### src/rtl/fpu_ss_scoreboard_mc.sv
// Multi-channel dependency/commit scoreboard gating FPU subsystem dispatch.
// Tracks per-register pending writes, per-ID commit status and up to NUM_WB writebacks per cycle.
module fpu_ss_scoreboard_mc #(
    parameter int NUM_REGS     = 32,
    parameter int ID_W         = 4,
    parameter int NUM_WB       = 2,
    parameter int MAX_INFLIGHT = 8,
    parameter int FORWARDING   = 1,
    parameter int IN_ORDER     = 0,
    parameter int ALLOW_WAW    = 0,
    localparam int REG_AW      = $clog2(NUM_REGS),
    localparam int SEL_W       = (NUM_WB > 1) ? $clog2(NUM_WB) : 1,
    localparam int CNT_W       = $clog2(MAX_INFLIGHT + 1)
) (
    input  logic                     clk_i,
    input  logic                     rst_ni,
    input  logic                     disp_valid_i,
    output logic                     disp_ready_o,
    input  logic [ID_W-1:0]          disp_id_i,
    input  logic [3*REG_AW-1:0]      disp_rs_i,
    input  logic [2:0]               disp_rs_used_i,
    input  logic [REG_AW-1:0]        disp_rd_i,
    input  logic                     disp_rd_fp_i,
    input  logic                     commit_valid_i,
    input  logic [ID_W-1:0]          commit_id_i,
    input  logic                     commit_kill_i,
    output logic                     kill_o,
    input  logic [NUM_WB-1:0]        wb_valid_i,
    input  logic [NUM_WB-1:0]        wb_we_i,
    input  logic [NUM_WB*REG_AW-1:0] wb_rd_i,
    output logic [2:0]               fwd_o,
    output logic [3*SEL_W-1:0]       fwd_sel_o,
    output logic [CNT_W-1:0]         inflight_o,
    output logic                     err_o
);

    localparam int NUM_IDS = 2 ** ID_W;
    localparam int PW      = $clog2(NUM_WB + 1);
    localparam int AW      = ((CNT_W > PW) ? CNT_W : PW) + 1;

    logic [CNT_W-1:0]  cnt_reg [NUM_REGS];
    logic [CNT_W-1:0]  cnt_next [NUM_REGS];
    logic [CNT_W-1:0]  cnt_aft_wb [NUM_REGS];
    logic [NUM_REGS-1:0] uflow;
    logic [NUM_IDS-1:0] cbit_reg, cbit_next;
    logic [CNT_W-1:0]  inflight_reg, inflight_next;
    logic              err_reg, err_next;

    logic [REG_AW-1:0] wb_rd [NUM_WB];
    logic [NUM_WB-1:0] wb_hit;
    logic [PW-1:0]     wb_pop;
    logic [AW-1:0]     infl_aft_wb;
    logic [AW-1:0]     infl_sum;
    logic [2:0]        fwd;
    logic [2:0]        raw;
    logic              waw, cap_ok, order_ok;
    logic              commit_set, committed, kill, ready_int, fire;

    assign wb_hit = wb_valid_i & wb_we_i;

    genvar gi;
    generate
        for (gi = 0; gi < NUM_WB; gi++) begin : g_wb
            assign wb_rd[gi] = wb_rd_i[gi*REG_AW +: REG_AW];
        end
    endgenerate

    always_comb begin
        wb_pop = '0;
        for (int k = 0; k < NUM_WB; k++) begin
            wb_pop = wb_pop + PW'(wb_valid_i[k]);
        end
    end

    // Per-register counter update: dispatch increment and writeback decrements net out.
    generate
        for (gi = 0; gi < NUM_REGS; gi++) begin : g_cnt
            logic [PW-1:0] dec;
            logic [AW-1:0] cnt_ext, dec_ext, inc_ext, sum;

            always_comb begin
                dec = '0;
                for (int k = 0; k < NUM_WB; k++) begin
                    if (wb_hit[k] && (wb_rd[k] == REG_AW'(gi))) begin
                        dec = dec + PW'(1);
                    end
                end
            end

            assign cnt_ext = AW'(cnt_reg[gi]);
            assign dec_ext = AW'(dec);
            assign inc_ext = AW'(fire && disp_rd_fp_i && (disp_rd_i == REG_AW'(gi)));
            assign sum     = cnt_ext + inc_ext;
            assign uflow[gi]      = (dec_ext > sum);
            assign cnt_next[gi]   = uflow[gi] ? '0 : CNT_W'(sum - dec_ext);
            assign cnt_aft_wb[gi] = (dec_ext > cnt_ext) ? '0 : CNT_W'(cnt_ext - dec_ext);
        end
    endgenerate

    // Operand hazard check; the lowest-numbered matching channel wins the forward.
    generate
        for (gi = 0; gi < 3; gi++) begin : g_opd
            logic [REG_AW-1:0] rs;
            logic              hit;
            logic [SEL_W-1:0]  sel;

            assign rs = disp_rs_i[gi*REG_AW +: REG_AW];

            always_comb begin
                hit = 1'b0;
                sel = '0;
                for (int k = NUM_WB - 1; k >= 0; k--) begin
                    if (wb_hit[k] && (wb_rd[k] == rs)) begin
                        hit = 1'b1;
                        sel = SEL_W'(k);
                    end
                end
            end

            assign fwd[gi] = (FORWARDING != 0) && disp_rs_used_i[gi]
                           && (cnt_reg[rs] == CNT_W'(1)) && hit;
            assign raw[gi] = disp_rs_used_i[gi] && (cnt_reg[rs] != '0) && !fwd[gi];
            assign fwd_sel_o[gi*SEL_W +: SEL_W] = sel;
        end
    endgenerate

    assign infl_aft_wb = (AW'(wb_pop) > AW'(inflight_reg)) ? '0
                       : AW'(inflight_reg) - AW'(wb_pop);
    assign cap_ok   = (infl_aft_wb < AW'(MAX_INFLIGHT));
    assign order_ok = (IN_ORDER == 0) || (infl_aft_wb == '0);
    assign waw      = (ALLOW_WAW == 0) && disp_rd_fp_i && (cnt_aft_wb[disp_rd_i] != '0);

    assign commit_set = commit_valid_i && !commit_kill_i;
    assign committed  = cbit_reg[disp_id_i] || (commit_set && (commit_id_i == disp_id_i));
    assign kill       = disp_valid_i && commit_valid_i && commit_kill_i && (commit_id_i == disp_id_i);

    assign ready_int = disp_valid_i && committed && !kill && (raw == 3'b000)
                     && !waw && cap_ok && order_ok;

    // Combinational outputs are forced low while reset is asserted.
    assign disp_ready_o = ready_int && rst_ni;
    assign kill_o       = kill && rst_ni;
    assign fwd_o        = fwd & {3{rst_ni}};
    assign fire         = disp_ready_o;

    // A dispatch consumes its commit bit even when that commit arrives this cycle.
    always_comb begin
        cbit_next = cbit_reg;
        for (int i = 0; i < NUM_IDS; i++) begin
            if (fire && (disp_id_i == ID_W'(i))) begin
                cbit_next[i] = 1'b0;
            end else if (commit_set && (commit_id_i == ID_W'(i))) begin
                cbit_next[i] = 1'b1;
            end
        end
    end

    assign infl_sum      = AW'(inflight_reg) + AW'(fire);
    assign inflight_next = (AW'(wb_pop) > infl_sum) ? '0 : CNT_W'(infl_sum - AW'(wb_pop));

    assign err_next = err_reg
                    || (uflow != '0)
                    || ((wb_valid_i != '0) && (inflight_reg == '0) && !fire)
                    || (commit_set && cbit_reg[commit_id_i]);

    always_ff @(posedge clk_i or negedge rst_ni) begin
        if (!rst_ni) begin
            for (int r = 0; r < NUM_REGS; r++) begin
                cnt_reg[r] <= '0;
            end
            cbit_reg     <= '0;
            inflight_reg <= '0;
            err_reg      <= 1'b0;
        end else begin
            for (int r = 0; r < NUM_REGS; r++) begin
                cnt_reg[r] <= cnt_next[r];
            end
            cbit_reg     <= cbit_next;
            inflight_reg <= inflight_next;
            err_reg      <= err_next;
        end
    end

    assign inflight_o = inflight_reg;
    assign err_o      = err_reg;

endmodule

### config.mk
export PLATFORM = sky130hd
export DESIGN_NAME = fpu_ss_scoreboard_mc
export DESIGN_NICKNAME = d
export VERILOG_FILES = /design/src/rtl/fpu_ss_scoreboard_mc.sv
export SDC_FILE = /design/constraint.sdc
export NUM_CORES = 1
export LEC_CHECK = 0
export BUFFER_PORTS_ARGS = -buffer_cell sky130_fd_sc_hd__buf_2
export CORE_MARGIN = 3
export CORE_UTILIZATION = 45
export CTS_CLUSTER_SIZE = 10
export DETAILED_ROUTE_END_ITERATION = 16
export PLACE_DENSITY = 0.7
export SLEW_MARGIN = 20
export SYNTH_ARGS = -nofsm -noshare
export SYNTH_HDL_FRONTEND = slang
export SYNTH_SLANG_ARGS = --single-unit
### constraint.sdc
create_clock -name clk_i -period 5 [get_ports clk_i]
set_input_delay 0.5 -clock clk_i [delete_from_list [all_inputs] [get_ports clk_i]]
set_output_delay 0.5 -clock clk_i [all_outputs]
set_load 0.1 [all_outputs]
==> flow_summary.yaml, run 1 <==
worst_setup_path:
  worstSetupEndpointType: "register"
  worstRegToRegCells: 22
  crit_path_top_delay_cell: "o41a_1"
  worst-endpoint-required_ns: 5.38
  crit_type: "in2reg"
  timing.critical_path.arrival_ns: 6.85
  critical_path_peak_fanout: 5
  startpoint_type: "input port"
  highest_cell_delay_on_the_worst_timing_path_ns: 0.51
timing:
  report.final.slew_viol_count: 0
  setup_slack_ns: -1.465
  clock-skew-final_ns: 0.02025
  max-slew-margin-rel_pct: 40.71
  period_minus_slack_ns: 6.465
  timing.fmax_ghz: 0.1547
  worst_slew_pin_slew_ns: 0.8861
  finalHoldViolCount: 0
  share_of_the_cycle_needed_by_the_critical_path_after_routing_pct: 129.3
  rsz0062_at_grt: "true"
  finalSetupViolCount: 134
floorplan:
  die_area_um2: 46810
  dieHeight_um: 216.4
  boundaryPins: 64
  core_region_area_um2: 43360
  initial_core_util_pct: 45.93
  die_x_um: 216.4
  number_of_standard_cell_rows_in_the_floorplan: 76
route:
  detail_route.wirelength_um: 85770
  number_of_drc_violations_after_detailed_routing_iteration_0: 1828
  drt-pass1-iter-count: 6
  dr_wl_met2_um: 39840
  average_detailed_routed_wire_length_per_instance_um: 22.99
  topRoutingLayerUsed: "met4"
  antenna_left: 0
  route.vias.total: 21670
  vias_per_cell: 5.808
  wirelength_met1_um: 32630
  met3RoutedLength_um: 8146
  route.detailed.drc: 0
global_routing:
  grt_overflow_total: 0
  largest_net_degree_at_the_start_of_global_routing: 57
  grt_antenna_before_repair: 5
  grt_pass1_wl_um: 129800
  track_usage_pct: 36.23
  first_global_vias: 22560
pwr:
  clock_power_share_pct: 10.2
  cellPowerDensity_nw_per_um2: 413.5
  relative_contribution_of_sequential_cells_to_total_power_pct: 17.0
  power.share.switching_pct: 45.35
  total_switching_power_uw: 5778
  ir_worst_vdd_mv: 0.2845
  power.internal_uw: 6963
  power_frac_comb_pct: 72.8
  cellLeakagePower_uw: 0.01353
placement:
  place_congestion: 1.100
  post-dp-hpwl_um: 67310
  placed_area_um2: 27820
  dpl_worst_slack_ns: -2.987
  port_buffers: 63
synthesis:
  synth_seq_cells: 149
  syn_area_um2: 19910
  asyncSetResetFlopFracSynth_pct: 100.0
  syn_inst: 2288
  synth_seq_area_share_pct: 18.72
  net_count_of_the_mapped_netlist: 2701
  synth_edf_count: 0
  synth_area_per_cell_um2: 8.704
  yosysUniqueCellTypes: 67
  synthFlopType: "dfrtp_1"
  ys_warn_count: 0
hold_path:
  hp-class: "in2async"
layout:
  drive_above_1_share_pct: 44.08
  largest_register_ff_count: 128
  final_core_utilization_pct: 71.06
  filler_cell_count: 3208
  layout.cells.most_common: "buf_4"
  layout.cell_area.non_filler_um2: 30810
  fin_nets: 3542
  mostFrequentLayoutCells: "798 x buf_4, 305 x inv_1, 251 x nor2_1"
  area_growth_syn_to_layout_pct: 54.73
cts:
  clkSinkCount: 149
  cts_tree: "built"
  cts_buffers: 17
  clk-insertion-delay-late_ns: 0.52
  cts.htree.levels: 4
  cts_root_buffer: "clkbuf_16"
  clk_transition_reported_paths_ns: 0.07
  buffer_levels_on_the_longest_clock_path: 2
job:
  drv.max_cap_violation_count: 0
run_status:
  violations: "setup timing"
  status: "complete, but fails checks"
==> final timing paths <==
| kind | start | end | slack (ns) |
|---|---|---|---|
| max reg2reg | cnt_reg[64]$_DFF_PN0_ | err_o$_DFF_PN0_ | -0.94 |
| min | rst_ni | cbit_reg[13]$_DFFE_PN0P_ | 0.21 |
| max | wb_rd_i[6] | err_o$_DFF_PN0_ | -1.46 |
| max in group asynchronous | rst_ni | cnt_reg[57]$_DFF_PN0_ | 3.41 |
| min reg2reg | err_o$_DFF_PN0_ | err_o$_DFF_PN0_ | 0.61 |
| min in group clk_i | commit_id_i[2] | cbit_reg[13]$_DFFE_PN0P_ | 0.48 |
==> layout make-up <==
cell class                 count  area, um2  share of cell area, %
inverter                     311       1167                  3.789
clock buffer                  20      436.7                  1.417
sequential                   149       3729                  12.10
multi-input combinational   1720      17350                  56.30
clock inverter                12      107.6                 0.3492
tap                          585      732.0                  2.375
timing repair buffer         930       7283                  23.64
antenna                        4      10.01                0.03248
==> synth_stat cells, types with 4 or more instances <==
| cell type | number | area share, % |
|---|---|---|
| a221oi_1 | 4 | 0.18 |
| o311ai_0 | 4 | 0.18 |
| buf_1 | 10 | 0.19 |
| a211oi_1 | 78 | 2.9 |
| inv_1 | 308 | 5.8 |
| dfrtp_1 | 149 | 19 |
| o31a_1 | 7 | 0.31 |
| o22ai_1 | 7 | 0.22 |
| mux2i_1 | 44 | 2.2 |
| buf_2 | 17 | 0.43 |
| mux4_2 | 79 | 8.9 |
| nand2_1 | 89 | 1.7 |
| nor3_1 | 33 | 0.83 |
| o21ai_0 | 41 | 1.0 |
| a31oi_1 | 36 | 1.1 |
| a2111oi_0 | 40 | 1.8 |
| a21oi_1 | 120 | 3.0 |
| fa_1 | 65 | 6.5 |
| xnor2_1 | 97 | 4.3 |
| mux2_2 | 11 | 0.62 |
| nor4_1 | 12 | 0.38 |
| nand2b_1 | 26 | 0.82 |
| nor2_1 | 312 | 5.9 |
| o31ai_1 | 5 | 0.19 |
| nor3b_1 | 4 | 0.15 |
| nor2b_1 | 54 | 1.7 |
| ha_1 | 297 | 19 |
| o211ai_1 | 7 | 0.26 |
| and2_1 | 4 | 0.13 |
| or4_1 | 5 | 0.19 |
| buf_4 | 8 | 0.30 |
| nor4b_1 | 8 | 0.35 |
| or3_1 | 8 | 0.25 |
| nand3b_1 | 6 | 0.23 |
| xor2_1 | 73 | 3.2 |
| a311oi_1 | 4 | 0.18 |
| nand4_1 | 12 | 0.38 |
| clkbuf_1 | 74 | 1.4 |
| nor4bb_1 | 4 | 0.20 |
| and3_1 | 35 | 1.1 |
| nand3_1 | 49 | 1.2 |
==> through the flow <==
step	hold slack (ns)	std cells	setup TNS [ns]	power (uW)
after global routing	0.2353	3730	-82.71	13450
after floorplan	0.2044	2288	-31.72	6543
after detailed placement	0.6068	3625	-220.03	10230
final	0.2128	3731	-69.27	12740
after CTS	0.2028	3705	-54.56	12200
after global placement	0.5800	3625	-214.93	9937
==> worst max-delay path: cells and delay by family <==
family / cells / cell delay (ns)
AOI/OAI and AO/OA: 7 / 1.41
muxes: 2 / 0.54
buffers and inverters: 6 / 0.79
and+or+nand+nor: 9 / 2.06
adders and majority gates: 6 / 1.53
==> cell families (layout without fill, tap and decap cells) <==
group                    after synthesis  after routing  share of synthesized area, %
XOR/XNOR                             170            170                         7.477
buffers and inverters                420           1273                         8.174
AO/OA/AOI/OAI                        385            386                         12.87
adder cells (fa/ha/maj)              362            362                         25.19
other                                  0              4                             0
AND/OR/NAND/NOR                      668            668                         15.80
flip-flops                           149            149                         18.72
multiplexers                         134            134                         11.77
==> power groups by stage <==
stage                     clock network, uW  registers [uW]  logic (uW)
final                                  1290            2170        9280
after global routing                   1360            2210        9890
after CTS                              1320            2140        8740
after detailed placement                  0            2140        8090
after global placement                    0            2120        7810
after floorplan                           0            2210        4330
==> timing repair <==
action                                  in CTS  in global routing
setup buffers                               49                 31
endpoints found under the hold margin        0                  0
pin swaps                                  102                 71
hold buffers                                 0                  0
cloned                                       1                  0
endpoints found under the setup margin     134                146
gates resized for setup                    261                116
==> layer usage <==
layer,global-route usage (%),vias to the layer above
met5,0,-
met3,8.609,297
met4,19.52,0
met1,44.43,10610
met2,59.18,1139
li1,-,9624
(Power assumes the default switching activity.)
==> inputs of run 2 (changes only) <==
==> constraint.sdc (replaced) <==
create_clock -name clk_i -period 5 [get_ports clk_i]
set_input_delay 1 -clock clk_i [delete_from_list [all_inputs] [get_ports clk_i]]
set_output_delay 1 -clock clk_i [all_outputs]
set_load 0.1 [all_outputs]
==> run 2 against run 1 <==
  * The flow still finishes with violations (setup timing)
  * Largest cell class unchanged
  * Global-route usage grew 0.91 points
  * Sequential share of layout area about the same
  * Register-to-register slack improved by 0.17 ns
  * Critical endpoint unchanged
  * Clock-buffer cell count decreased by 2
  * Utilization rose by 0.16 points
  * Critical path depth grew 2
  * Highest routed layer is now met5
==> flow_summary.yaml, run 2 (synthesis results as in run 1) <==
route:
  route.vias.total: 21680
  number_of_drc_violations_after_detailed_routing_iteration_0: 1919
  vias_per_cell: 5.859
  antenna_left: 0
  average_detailed_routed_wire_length_per_instance_um: 23.95
  route.detailed.drc: 0
  drt-pass1-iter-count: 6
  detail_route.wirelength_um: 88610
worst_setup_path:
  critPathLaunch: "wb_rd_i[6]"
  crit_end: "err_o$_DFF_PN0_"
  critical_path_peak_fanout: 6
  crit_type: "in2reg"
  timing.critical_path.arrival_ns: 7.27
  timing.critical_path.mode_cell: "buf_6"
  worst-endpoint-required_ns: 5.39
  worstSetupEndpointType: "register"
  startpoint_type: "input port"
  worstRegToRegCells: 26
  crit_path_top_delay_cell: "fa_1"
  worstReg2RegEnd: "err_o$_DFF_PN0_"
  highest_cell_delay_on_the_worst_timing_path_ns: 0.51
  rr_startpoint: "cnt_reg[64]$_DFF_PN0_"
  timing.reg2reg.setup_slack_ns: -0.77
floorplan:
  die_x_um: 216.4
  dieHeight_um: 216.4
  number_of_standard_cell_rows_in_the_floorplan: 76
  core_region_area_um2: 43360
  die_area_um2: 46810
  boundaryPins: 64
  initial_core_util_pct: 45.93
placement:
  place_congestion: 1.032
  port_buffers: 63
  placed_area_um2: 27350
  post-dp-hpwl_um: 66920
cts:
  cts.htree.levels: 4
  clk_transition_reported_paths_ns: 0.08
  buffer_levels_on_the_longest_clock_path: 2
  cts_hold_repair_buffers: 0
  cts_root_buffer: "clkbuf_16"
  cts_buffers: 17
  cts_tree: "built"
  clk-insertion-delay-late_ns: 0.51
  clkSinkCount: 149
timing:
  rsz0062_at_grt: "true"
  setup_slack_ns: -1.874
  period_minus_slack_ns: 6.874
  finalSetupViolCount: 138
  report.final.slew_viol_count: 0
  finalHoldViolCount: 0
  worst_slew_pin_slew_ns: 0.8596
  timing.fmax_ghz: 0.1455
  clock-skew-final_ns: 0.01878
  max-slew-margin-rel_pct: 42.69
  share_of_the_cycle_needed_by_the_critical_path_after_routing_pct: 137.5
run_status:
  violations: "setup timing"
  status: "complete, but fails checks"
layout:
  layout.cells.most_common: "buf_4"
  largest_register_ff_count: 128
  area_growth_syn_to_layout_pct: 55.08
  drive_above_1_share_pct: 44.20
  layout.cell_area.non_filler_um2: 30880
  fin_nets: 3511
  mostFrequentLayoutCells: "747 x buf_4, 301 x inv_1, 250 x nor2_1"
global_routing:
  grt_overflow_total: 0
  first_global_vias: 22510
  track_usage_pct: 37.15
  grt_pass1_wl_um: 131800
  grt_antenna_before_repair: 7
  largest_net_degree_at_the_start_of_global_routing: 61
pwr:
  cellLeakagePower_uw: 0.01349
  ir_worst_vdd_mv: 0.3584
  cellPowerDensity_nw_per_um2: 418.4
  fin_total_pwr_uw: 12920
job:
  drv.max_cap_violation_count: 0
hold_path:
  hp-class: "reg2reg"
run 2: changes by cell type in the layout (fill, tap and decap cells not counted), moves of 4 or more:
cell     previous run  this run
buf_4             798       747
buf_6              53        69
a21oi_1            99        94
a21oi_2            15        20
buf_12             18        23
ha_1              185       181
ha_2                7        11
inv_1             305       301
run 2: report_power, final:
part	total, uW	leakage (uW)	switching [uW]	internal [uW]
logic	9390	0.0112	4780	4610
registers	2120	0.00195	475	1650
clock network	1410	0.000289	651	761
run 2: layer usage:
layer | global-route usage, % | part of all wire, % | up-vias | wire length [um]
li1 | - | - | 9582 | -
met1 | 44.37 | 38 | 10690 | 33580
met2 | 61.09 | 47 | 1064 | 41370
met3 | 8.904 | 8.0 | 333 | 7132
met4 | 21.95 | 7.3 | 6 | 6482
met5 | 0 | 0.045 | - | 40
run 2: worst min path at each step:
stage | start | cells after the start | end | slack, ns
after global placement | inflight_o[3]$_DFF_PN0_ | 1 | inflight_o[3]$_DFF_PN0_ | 0.57
after detailed placement | inflight_o[3]$_DFF_PN0_ | 1 | inflight_o[3]$_DFF_PN0_ | 0.58
final | inflight_o[3]$_DFF_PN0_ | 1 | inflight_o[3]$_DFF_PN0_ | 0.64
after floorplan | cbit_reg[2]$_DFFE_PN0P_ | 2 | cbit_reg[2]$_DFFE_PN0P_ | 0.53
after CTS | inflight_o[3]$_DFF_PN0_ | 1 | inflight_o[3]$_DFF_PN0_ | 0.62
after global routing | inflight_o[3]$_DFF_PN0_ | 1 | inflight_o[3]$_DFF_PN0_ | 0.66
run 2: area by class of cell:
class	instances	area (um2)
antenna	4	10.01
inverter	311	1170
timing repair buffer	900	7213
fill	3096	12480
sequential	149	3729
tap	585	732.0
multi-input combinational	1719	17420
clock buffer	18	439.2
clock inverter	14	168.9
run 2: metrics by stage:
step / util, % / cells / setup WS (ns) / hold WS, ns / setup TNS [ns]
after floorplan: - / 2288 / -1.560 / 0.5256 / -107.46
after global placement: 63.07 / 3581 / -3.035 / 0.5720 / -227.23
after detailed placement: 63.07 / 3581 / -3.045 / 0.5778 / -237.36
after CTS: 69.53 / 3669 / -1.702 / 0.6219 / -115.35
after global routing: 71.22 / 3700 / -2.059 / 0.6570 / -158.29
final: 71.22 / 3700 / -1.874 / 0.6417 / -136.71
run 2: critical path: cells and delay by family:
kind	cells	cell delay (ns)
AOI/OAI and AO/OA	8	1.34
adders and majority gates	6	1.62
and+or+nand+nor	9	2.22
buffers and inverters	9	1.04
run 2: repair_timing:
item,CTS,global route
endpoints found under the setup margin,134,150
buffers inserted,57,35
pin swaps,108,79
resized for setup,293,145
gates cloned,3,0
==> inputs of run 3 (changes only) <==
--- a/config.mk
+++ b/config.mk
@@ -7,10 +7,10 @@
 export LEC_CHECK = 0
 export BUFFER_PORTS_ARGS = -buffer_cell sky130_fd_sc_hd__buf_2
 export CORE_MARGIN = 3
-export CORE_UTILIZATION = 45
+export CORE_UTILIZATION = 65
 export CTS_CLUSTER_SIZE = 10
 export DETAILED_ROUTE_END_ITERATION = 16
-export PLACE_DENSITY = 0.7
+export PLACE_DENSITY = 0.9
 export SLEW_MARGIN = 20
 export SYNTH_ARGS = -nofsm -noshare
 export SYNTH_HDL_FRONTEND = slang
==> constraint.sdc (replaced) <==
create_clock -name clk_i -period 6.55 [get_ports clk_i]
set_input_delay 1.31 -clock clk_i [delete_from_list [all_inputs] [get_ports clk_i]]
set_output_delay 1.31 -clock clk_i [all_outputs]
set_load 0.1 [all_outputs]
==> run 3 against run 2 <==
  * The run now fails in 5_1_grt
  * Synthesized cell count did not move
  * Area after synthesis did not move
==> flow_summary.yaml, run 3 <==
placement:
  dpl_worst_slack_ns: -1.824
  placed_cells_incl_taps: 3061
  port_buffers: 63
  place_congestion: 1.272
  post-dp-hpwl_um: 62060
synthesis:
  synth_edf_count: 0
  post_synth_top_area_cell: "dfrtp_1"
  net_count_of_the_mapped_netlist: 2701
  synthFlopType: "dfrtp_1"
  syn_area_um2: 19910
  synthTopCellsByArea: "dfrtp_1 19%, ha_1 19%, mux4_2 8.9%"
  synth_seq_cells: 149
  ys_warn_count: 0
  netlist.area_leader.share_pct: 18.72
  synth_area_per_cell_um2: 8.704
  synth.top_cells.by_count: "312 x nor2_1, 308 x inv_1, 297 x ha_1, 149 x dfrtp_1, 120 x a21oi_1"
  syn_inst: 2288
  synthMostInstantiatedCell: "nor2_1"
  yosysUniqueCellTypes: 67
  synth_seq_area_share_pct: 18.72
  asyncSetResetFlopFracSynth_pct: 100.0
run_status:
  status: "stopped before the end"
  stop_error: "[ERROR GRT-0116] Global routing finished with congestion. Check the congestion regions in the DRC Viewer."
  failing_step: "5_1_grt"
cts:
  cts_buffers: 17
  clkSinkCount: 149
  cts.htree.levels: 4
  buffer_levels_on_the_longest_clock_path: 2
  cts_root_buffer: "clkbuf_16"
global_routing:
  largest_net_degree_at_the_start_of_global_routing: 67
  grt_overflow_total: 97
  first_global_vias: 28440
  track_usage_pct: 72.18
  grt_pass1_wl_um: 179400
floorplan:
  boundaryPins: 64
  die_x_um: 181.0
  number_of_standard_cell_rows_in_the_floorplan: 63
  initial_core_util_pct: 66.48
  dieHeight_um: 181.0
[run 3: repair_timing]
item,CTS
setup buffers,9
resized for setup,153
hold buffers,0
pin swaps,29
endpoints found under the setup margin,134
cloned,2
[run 3: cells by family after synthesis]
group	after synthesis	share of synthesized area, %
and+or+nand+nor	668	15.80
buffers and inverters	420	8.174
AOI/OAI and AO/OA	385	12.87
adders and majority gates	362	25.19
xor gates and xnor gates	170	7.477
DFF	149	18.72
muxes	134	11.77
[run 3: metal layers]
metal	GRT overflow	global-route usage, %
met1	7	71.19
met2	42	85.01
met3	4	62.35
met4	44	69.99
met5	0	40.15
[run 3: stage by stage]
| step | utilization [%] | instance area (um2) |
|---|---|---|
| 2_1_floorplan | - | 19960 |
| 4_1_cts | 83.95 | 25150 |
| 3_5_place_dp | 78.76 | 23590 |
| 3_3_place_gp | 78.76 | 23590 |
==> inputs of run 4 (changes only) <==
--- a/config.mk
+++ b/config.mk
@@ -7,10 +7,9 @@
 export LEC_CHECK = 0
 export BUFFER_PORTS_ARGS = -buffer_cell sky130_fd_sc_hd__buf_2
 export CORE_MARGIN = 3
-export CORE_UTILIZATION = 65
-export CTS_CLUSTER_SIZE = 10
+export CORE_UTILIZATION = 40
 export DETAILED_ROUTE_END_ITERATION = 16
-export PLACE_DENSITY = 0.9
+export PLACE_DENSITY_LB_ADDON = 0.15
 export SLEW_MARGIN = 20
 export SYNTH_ARGS = -nofsm -noshare
 export SYNTH_HDL_FRONTEND = slang
==> run 4 against run 3 <==
  * The flow now finishes, with violations (setup timing)
==> flow_summary.yaml, run 4 (synthesis results as in run 1) <==
layout:
  area_growth_syn_to_layout_pct: 34.34
  filler_cell_count: 4528
  fin_nets: 3148
  drive_above_1_share_pct: 31.48
  layout.cell_area.non_filler_um2: 26750
  largest_register_ff_count: 128
  layout.cells.non_filler: 3415
  mostFrequentLayoutCells: "456 x buf_4, 306 x inv_1, 296 x nor2_1"
  layout.cells.most_common: "buf_4"
timing:
  setup_total_negative_slack_ns: -0.7579
  setup_slack_ns: -0.4091
  max-slew-margin-rel_pct: 40.66
  share_of_the_cycle_needed_by_the_critical_path_after_routing_pct: 106.2
  period_minus_slack_ns: 6.959
  clock-skew-final_ns: 0.01584
  worst_slew_pin_slew_ns: 0.8868
  finalSetupViolCount: 2
  finalHoldViolCount: 0
  report.final.slew_viol_count: 0
  worst_hold_slack_ns: 0.5799
  timing.fmax_ghz: 0.1437
  rsz0062_at_grt: "true"
pwr:
  power.share.switching_pct: 46.77
  power_frac_comb_pct: 61.0
  cellPowerDensity_nw_per_um2: 300.4
  cellLeakagePower_uw: 0.01163
  total_switching_power_uw: 3758
  ir_worst_vdd_mv: 0.2084
  power.internal_uw: 4277
  relative_contribution_of_sequential_cells_to_total_power_pct: 25.7
  clock_power_share_pct: 13.3
run_status:
  status: "complete, but fails checks"
  violations: "setup timing"
placement:
  place_congestion: 0.9627
  dpl_worst_slack_ns: -1.385
  post-dp-hpwl_um: 58750
  port_buffers: 63
  placed_cells_incl_taps: 3362
  placed_area_um2: 24200
hold_path:
  hp-class: "reg2reg"
  min_from: "cbit_reg[13]$_DFFE_PN0P_"
  hold_path_depth: 2
  worst_hold_path.endpoint: "cbit_reg[13]$_DFFE_PN0P_"
floorplan:
  die_area_um2: 52500
  core_region_area_um2: 49050
  dieHeight_um: 229.1
  boundaryPins: 64
  die_x_um: 229.1
  number_of_standard_cell_rows_in_the_floorplan: 81
  initial_core_util_pct: 40.60
worst_setup_path:
  crit_type: "in2reg"
  worstRegToRegCells: 22
  critical_path_peak_fanout: 6
  critPathLaunch: "wb_rd_i[6]"
  worstSetupEndpointType: "register"
  worstReg2RegEnd: "err_o$_DFF_PN0_"
  worst-endpoint-required_ns: 6.94
  startpoint_type: "input port"
  timing.critical_path.arrival_ns: 7.35
  rr_startpoint: "cnt_reg[116]$_DFF_PN0_"
  timing.reg2reg.setup_slack_ns: 0.89
global_routing:
  largest_net_degree_at_the_start_of_global_routing: 64
  grt.met3_usage_pct: 4.963
  first_global_vias: 19340
  grt_antenna_before_repair: 7
  grt_pass1_wl_um: 112700
  groute.layer.met2.usage_pct: 45.78
  met1_usage_pct: 36.31
  track_usage_pct: 27.89
  globalRoute.busiestLayer: "met2"
  grt_overflow_total: 0
route:
  number_of_drc_violations_after_detailed_routing_iteration_0: 1572
  antenna_left: 0
  drt-pass1-iter-count: 5
  vias_per_cell: 5.564
  average_detailed_routed_wire_length_per_instance_um: 21.47
  route.detailed.drc: 0
  route.vias.total: 19000
  detail_route.wirelength_um: 73310
cts:
  clkSinkCount: 149
  cts_tree: "built"
  clk_transition_reported_paths_ns: 0.07
  cts_hold_repair_buffers: 0
  buffer_levels_on_the_longest_clock_path: 2
  cts.htree.levels: 4
  clk-insertion-delay-late_ns: 0.51
  cts_root_buffer: "clkbuf_16"
  cts_buffers: 17
job:
  drv.max_cap_violation_count: 0
## run 4: per-layer routing
metal / vias up / routed length, um
met1: 9280 / 30610
li1: 8843 / -
met5: - / 13
met3: 164 / 5421
met4: 2 / 3138
met2: 711 / 34120
## run 4: cell type report
cell class	instances	area, um2	share of cell area, %
multi-input cells	1719	16300	60.93
repair buffers	537	4114	15.38
flip-flops and latches	149	3729	13.94
inverters	311	1167	4.364
well taps	664	830.8	3.106
clock buffers	17	425.4	1.590
clock inverters	15	178.9	0.6688
diodes	3	7.507	0.02806
## run 4: worst max-delay path by stage
stage,endpoint,slack [ns],cells past startpoint
floorplan,err_o$_DFF_PN0_,-0.39,25
global placement,err_o$_DFF_PN0_,-1.32,29
detailed placement,err_o$_DFF_PN0_,-1.39,29
CTS,err_o$_DFF_PN0_,-0.38,26
global route,err_o$_DFF_PN0_,-0.58,30
finish,err_o$_DFF_PN0_,-0.41,28
## run 4: through the flow
step / total power, uW / utilization, %
6_report: 8035 / 54.54
3_5_place_dp: 6204 / 49.33
5_1_grt: 8626 / 54.53
4_1_cts: 7669 / 52.85
2_1_floorplan: 4447 / -
3_3_place_gp: 6100 / 49.33
## run 4: critical path: stages
cell,delay [ns]
buf_12,0.08
buf_4,0.11
nand2b_4,0.06
or3_4,0.41
buf_12,0.15
nor2_4,0.10
ha_4,0.22
ha_4,0.17
fa_1,0.56
mux2i_1,0.07
o21ai_1,0.15
nand3_1,0.09
or3_4,0.41
a22o_1,0.18
o41a_1,0.45
a21oi_4,0.23
buf_12,0.14
buf_12,0.10
and3_4,0.19
ha_4,0.15
ha_4,0.21
ha_4,0.24
a21oi_4,0.15
a2111oi_4,0.06
or4_4,0.59
or4_4,0.50
a211oi_2,0.15
o31ai_1,0.09
## run 4: power by group through the flow
stage / sequential (uW) / combinational [uW] / clock (uW)
floorplan: 1640 / 2800 / 0
global placement: 1980 / 4120 / 0
detailed placement: 1990 / 4210 / 0
CTS: 2020 / 4550 / 1110
global route: 2120 / 5370 / 1140
finish: 2070 / 4900 / 1060
## run 4: what timing repair did
action,CTS,global route
setup buffers,16,6
pin swaps,28,42
setup endpoints to repair,98,118
cloned,0,0
resized for setup,175,129
